## src/rtl/selector_encoder_pkg.sv

```systemverilog
// Shared sizing constants and FSM state encoding for the selector encoder.
package selector_encoder_pkg;

    localparam int N_REQ = 4;
    localparam int SEL_W = 2;

    typedef enum logic {
        IDLE = 1'b0,
        HOLD = 1'b1
    } state_t;

endpackage

```

## src/rtl/selector_encoder_rr_pick.sv

```systemverilog
// Priority search over req: first set bit found walking upward from ptr, wrapping at the top.
module rr_pick
    import selector_encoder_pkg::*;
(
    input  logic [N_REQ-1:0] req,
    input  logic [SEL_W-1:0] ptr,
    output logic [SEL_W-1:0] idx,
    output logic             any
);

    logic [N_REQ-1:0] rot;
    logic [SEL_W-1:0] off;

    // rot[0] is the request sitting at ptr, so the lowest set bit of rot is the winner
    generate
        for (genvar gi = 0; gi < N_REQ; gi++) begin : g_rot
            logic [SEL_W-1:0] src;
            assign src     = ptr + SEL_W'(gi);
            assign rot[gi] = req[src];
        end
    endgenerate

    always_comb begin
        off = '0;
        for (int i = N_REQ - 1; i >= 0; i--) begin
            if (rot[i]) begin
                off = SEL_W'(i);
            end
        end
    end

    assign any = |req;
    assign idx = ptr + off;

endmodule

```

## src/rtl/selector_encoder.sv

```systemverilog
// Request-to-selector encoder with a valid/ready handshake toward the consumer and an ack back to requesters.
// Optional macro SELECTOR_ENCODER_RR_EN switches fixed lowest-index priority to round-robin arbitration.
module selector_encoder #(
    parameter int N_REQ = selector_encoder_pkg::N_REQ,
    parameter int SEL_W = selector_encoder_pkg::SEL_W
) (
    input  logic             clock,
    input  logic             reset,
    input  logic [N_REQ-1:0] req,
    output logic [N_REQ-1:0] ack,
    output logic [SEL_W-1:0] sel,
    output logic             sel_valid,
    input  logic             sel_ready,
    output logic             busy,
    output logic [7:0]       grant_count
);

    import selector_encoder_pkg::*;

    state_t           state_reg;
    state_t           state_next;
    logic [SEL_W-1:0] sel_reg;
    logic [N_REQ-1:0] ack_reg;
    logic [N_REQ-1:0] ack_next;
    logic [7:0]       grant_count_reg;
    logic [SEL_W-1:0] pick_idx;
    logic             pick_any;
    logic [SEL_W-1:0] search_ptr;
    logic             capture;
    logic             handshake;

`ifdef SELECTOR_ENCODER_RR_EN
    logic [SEL_W-1:0] ptr_reg;

    always_ff @(posedge clock) begin
        if (reset) begin
            ptr_reg <= '0;
        end else if (handshake) begin
            ptr_reg <= sel_reg + SEL_W'(1);
        end
    end

    assign search_ptr = ptr_reg;
`else
    assign search_ptr = '0;
`endif

    rr_pick u_pick (
        .req (req),
        .ptr (search_ptr),
        .idx (pick_idx),
        .any (pick_any)
    );

    assign capture   = (state_reg == IDLE) && pick_any;
    assign handshake = (state_reg == HOLD) && sel_ready;

    always_ff @(posedge clock) begin
        if (reset) begin
            state_reg <= IDLE;
        end else begin
            state_reg <= state_next;
        end
    end

    always_comb begin
        state_next = state_reg;
        case (state_reg)
            IDLE:    if (pick_any)  state_next = HOLD;
            HOLD:    if (sel_ready) state_next = IDLE;
            default: state_next = IDLE;
        endcase
    end

    always_comb begin
        sel_valid = 1'b0;
        busy      = 1'b0;
        if (state_reg == HOLD) begin
            sel_valid = 1'b1;
            busy      = 1'b1;
        end
    end

    // Ack is decoded from the held code, so the pulse lands in the cycle after the handshake edge
    generate
        for (genvar gi = 0; gi < N_REQ; gi++) begin : g_ack
            assign ack_next[gi] = handshake && (sel_reg == SEL_W'(gi));
        end
    endgenerate

    always_ff @(posedge clock) begin
        if (reset) begin
            sel_reg         <= '0;
            ack_reg         <= '0;
            grant_count_reg <= '0;
        end else begin
            ack_reg <= ack_next;
            if (capture) begin
                sel_reg <= pick_idx;
            end
            if (handshake) begin
                grant_count_reg <= grant_count_reg + 8'd1;
            end
        end
    end

    assign sel         = sel_reg;
    assign ack         = ack_reg;
    assign grant_count = grant_count_reg;

endmodule
```

## config.mk

```make
export PLATFORM = sky130hd
export DESIGN_NAME = selector_encoder
export DESIGN_NICKNAME = d
export VERILOG_FILES = /design/src/rtl/selector_encoder_pkg.sv /design/src/rtl/selector_encoder_rr_pick.sv /design/src/rtl/selector_encoder.sv
export SDC_FILE = /design/constraint.sdc
export NUM_CORES = 1
export LEC_CHECK = 0
export CAP_MARGIN = 20
export CORE_AREA = 2 2 47 49
export DETAILED_ROUTE_END_ITERATION = 7
export DIE_AREA = 0 0 49 51
export PLACE_DENSITY = 0.69
export SKIP_LAST_GASP = 1
export SLEW_MARGIN = 20
export SYNTH_ARGS = -nofsm -noshare
export SYNTH_HDL_FRONTEND = slang
export SYNTH_HIERARCHICAL = 1
export SYNTH_SLANG_ARGS = --single-unit
```

## constraint.sdc

```tcl
create_clock -name clock -period 1.3 [get_ports clock]
set_input_delay 0.26 -clock clock [delete_from_list [all_inputs] [get_ports clock]]
set_output_delay 0.26 -clock clock [all_outputs]
set_load 0.005 [all_outputs]
```

; ---- After elaboration in Yosys (flattened, before gate mapping)
; Cells that the tools add are included.
[totals]
regBits = 15
input_bits = 7
output_inout_bits = 16
word_cells = 25
[classes]
addsub = 1
n_eq_ne = 3
muxes = 8
bitwise_logic = 1
n_reduce_logical = 8
[op_table]
columns = operator, n
row1 = $add 8x1->8 const B, 1
row2 = $mux 2, 4
row3 = $logic_and 1x1->1, 6
row4 = $eq 2x2->1 const B, 2
row5 = $reduce_or 4->1, 1
row6 = $mux 1, 3
row7 = $eq 2x1->1 const B, 1
row8 = $logic_not 2->1, 1
row9 = $pmux 1 s2, 1
row10 = $not 1->1, 1

; ---- Logic depth before layout (Yosys ltp)
[depth]
ltp_word = 4
ltp_mapped = 10
depth_no_buf = 9

; ---- Modules after synthesis
; The synthesis kept the hierarchy.
[modules_own_cells]
columns = module, instances, cells_each, area_each_um2, seq_area_each_um2
row1 = selector_encoder, 1, 61, 580.6, 300.3
row2 = rr_pick, 1, 25, 166.4, 0.0

; ---- Worst setup path before layout
; OpenSTA, ideal clock, no wires.
[synth_path]
path_kind = input to register
from = input port req[3]
to = register sel_reg[0], in the netlist sel[0]
arrival_ns = 1.135
required_ns = 1.172
setup_slack_ns = 0.037
stages = 7
path_buffers = 0
path_cell_list = nor2b_1 -> a21oi_1 -> o2bb2ai_1 -> o21a_1 -> ha_1 -> mux2i_1 -> nor2_1
[synth_between]
elab_chain_len = 4
elab_cells_between_ends = 6
classes_between = 4 x mux / 2 x reduce/logical
[synth_rtl]
columns = element, line_no
row1 = start: declaration, selector_encoder.sv:9  ; input logic [N_REQ-1:0] req,
row2 = $mux 2 (4 in a row), selector_encoder_rr_pick.sv:26  ; if (rot[i]) begin
row3 = net pick_idx[0], selector_encoder.sv:26  ; logic [SEL_W-1:0] pick_idx;
row4 = end signal: assignment, selector_encoder.sv:99  ; sel_reg <= pick_idx;
row5 = end: declaration, selector_encoder.sv:22  ; logic [SEL_W-1:0] sel_reg;
; The timed path passes the listed nets, and every way through them passes these cells.
; A chain may end at the register's enable or synchronous reset.

; ---- Worst setup path in the final report
[layout_path]
from = register grant_count_reg[2], in the netlist grant_count[2]
to = register grant_count_reg[7], in the netlist grant_count[7]
[layout_between]
elab_chain_len = 1
[layout_rtl]
columns = element, line_no
row1 = start: declaration, selector_encoder.sv:25  ; logic [7:0] grant_count_reg;
row2 = start signal: assignment, selector_encoder.sv:102  ; grant_count_reg <= grant_count_reg + 8'd1;
row3 = $add 8x1->8, selector_encoder.sv:102
; No other way between the ends.

==> run metrics <==
status completed; Synth Flop Type dfxtp_1; GPL Wtd Cong 0.6932; First-pass DRT Iterations 4; Arr. time, crit path ~1.5 ns; Pint around 0.7 mW; final hold violation count 0; Hold Path Class reg -> reg; register area 314.1 µm²; most frequent cells in the layout buf_4 (22), dlygate4sd2_1 (19), dfxtp_2 (11); initial antenna violation count 0; number of global-route vias before repair 698; Initial DRC Count 20; RSZ-0062 raised after global routing yes; core footprint 2063 µm²; Die Y-Extent 51 µm; IO Count 23; kind of critical path reg -> reg; sequential share of the synthesized area 40.20%; clock root buffer clkbuf_4; number of synthesized flops with an enable pin 0; Yosys reg bits 15; first-pass GRT wire length between 2 and 3 mm; Reg clk slew, reported paths 0.09 ns; Synth Warn # 6; Mapped Avg Cell Area about 8.7 µm²; Cell Pwr Density 776.5 nW/µm²; Antenna diodes 0; die width between 40 and 50 µm; Startpoint Class flip-flop; FP Rows 17; power share of the combinational group approximately 22%; Setup violations, final 0; final setup TNS 0 ns; clock network fraction of total power 27.4%; htree depth 1; worst vdd ir 0.0003837 V; worst hold margin 0.5050 ns; pin count of the biggest net entering global routing 10; total wire length 1.856 mm; cts hold-fix bufs 0; FFs w/ async S/R, synth 0%; clock latency on the worst-skew pair 0.28 ns; total CTS buffers 3; Mapped Cells 86; CTS Buffer Depth 2; die area 2499 µm²; total global routing overflow 0; Final HPWL DP 1.310 mm; Leak just under 0.6 nW; all-layer global routing usage 15.64%; worst-path fanout max 4; NetSw 0.2574 mW; final net count 149; area of the multi-input gates 484.2 µm²; post-synthesis cell type count 36; fmax 791.4 MHz; Final Skew around 0.0035 ns; Worst setup EP type flip-flop; Residual DRC 0; via count 800; part of the cycle the worst path needs 97.20%; Critical Path RT 1.51 ns; Seq pwr share about 50%; CTS tree yes; Tmin final 1.264 ns; Port Buffer Count 22; drt wl/cell 11.11 µm; ratio of cells with drive above 1 in the final layout roughly 37%; Post-Synthesis Cell Area 747.0 µm²; Max Transition Viols Final 0; Synth-to-Final Area Change 66.67%; commonest non-fill, non-tap cell in the layout buf_4; CTS Sinks 15; max reg flops 8; ANT nets after route 0; Switching Fraction 26.63%; Starting Density 36.20%; Filler Cells Inserted ~190; Final Power 0.9667 mW; Max-Cap Viols 0; vias per cell 4.790
## kinds of logic after synthesis
| group | count (synthesis) | synth area share (%) |
|---|---|---|
| and+or+nand+nor | 35 | 26.80 |
| AOI/OAI and AO/OA | 20 | 16.08 |
| DFF | 15 | 40.20 |
| buffers and inverters | 6 | 3.684 |
| xor gates and xnor gates | 4 | 4.691 |
| muxes | 3 | 4.690 |
| adders and majority gates | 2 | 3.350 |
| other | 1 | 0.5020 |
## critical path, stage by stage (launching register included)
cell	delay, ns
dfxtp_2	0.35
buf_6	0.10
nand4_1	0.15
or4_4	0.45
a21oi_2	0.14
## power by group through the flow
stage / Sequential, mW / Combinational [mW] / Clock (mW)
6_report: 0.490 / 0.212 / 0.265
5_1_grt: 0.493 / 0.232 / 0.293
4_1_cts: 0.485 / 0.211 / 0.276
3_5_place_dp: 0.499 / 0.213 / 0
3_3_place_gp: 0.499 / 0.210 / 0
2_1_floorplan: 0.507 / 0.0909 / 0
## layer usage
metal | global-route usage [%] | part of all wire (%) | vias up
met5 | 0 | 0 | -
met4 | 12.86 | 3.5 | 0
met3 | 2.339 | 3.4 | 6
met2 | 27.63 | 50 | 24
met1 | 16.64 | 43 | 365
li1 | - | - | 405
## synth_stat cells, types with 2 or more instances
master	count	area share, %
dfxtp_1	15	40
a21oi_1	9	6.0
nor2_1	8	4.0
nand2_1	7	3.5
o21ai_0	4	2.7
inv_1	3	1.5
nand3_1	3	2.0
xnor2_1	3	3.5
ha_1	2	3.3
mux2i_1	2	2.7
nor2b_1	2	1.7
nor4b_1	2	2.3
or3_1	2	1.7
or3_2	2	2.0
## final timing paths
kind,from,to,slack [ns],cells past startpoint
worst max-delay path,grant_count[2]$_SDFFE_PP0P_,grant_count[7]$_SDFFE_PP0P_,0.04,4
worst min-delay path,grant_count[1]$_SDFFE_PP0P_,grant_count[1]$_SDFFE_PP0P_,0.51,2
worst max register to register,grant_count[2]$_SDFFE_PP0P_,grant_count[7]$_SDFFE_PP0P_,0.04,4
worst min register to register,grant_count[1]$_SDFFE_PP0P_,grant_count[1]$_SDFFE_PP0P_,0.51,2
## final cells by class
type | count | share of cell area (%)
multi-input combinational | 72 | 38.89
timing repair buffer | 45 | 29.95
sequential | 15 | 25.23
tap | 28 | 2.814
clock buffer | 3 | 1.809
inverter | 3 | 0.9045
clock inverter | 1 | 0.4020
## metrics by stage
step	utilization (%)	instance area [µm²]	instances	setup slack, ns
final	60.34	1245	167	0.03634
after global routing	60.34	1245	167	-0.02910
after CTS	58.58	1209	167	-0.03903
after detailed placement	54.15	1117	154	-0.5410
after global placement	54.15	1117	154	-0.4980
after floorplan	-	773.2	93	0.03720
## what timing repair did
| item | 4_1_cts | 5_1_grt |
|---|---|---|
| gates resized for setup | 33 | 11 |
| gates cloned | 0 | 0 |
| setup endpoints to repair | 22 | 6 |
| buffers inserted | 9 | 3 |
| pin swaps | 1 | 4 |
Note: power is estimated with default switching activity, not from simulation.
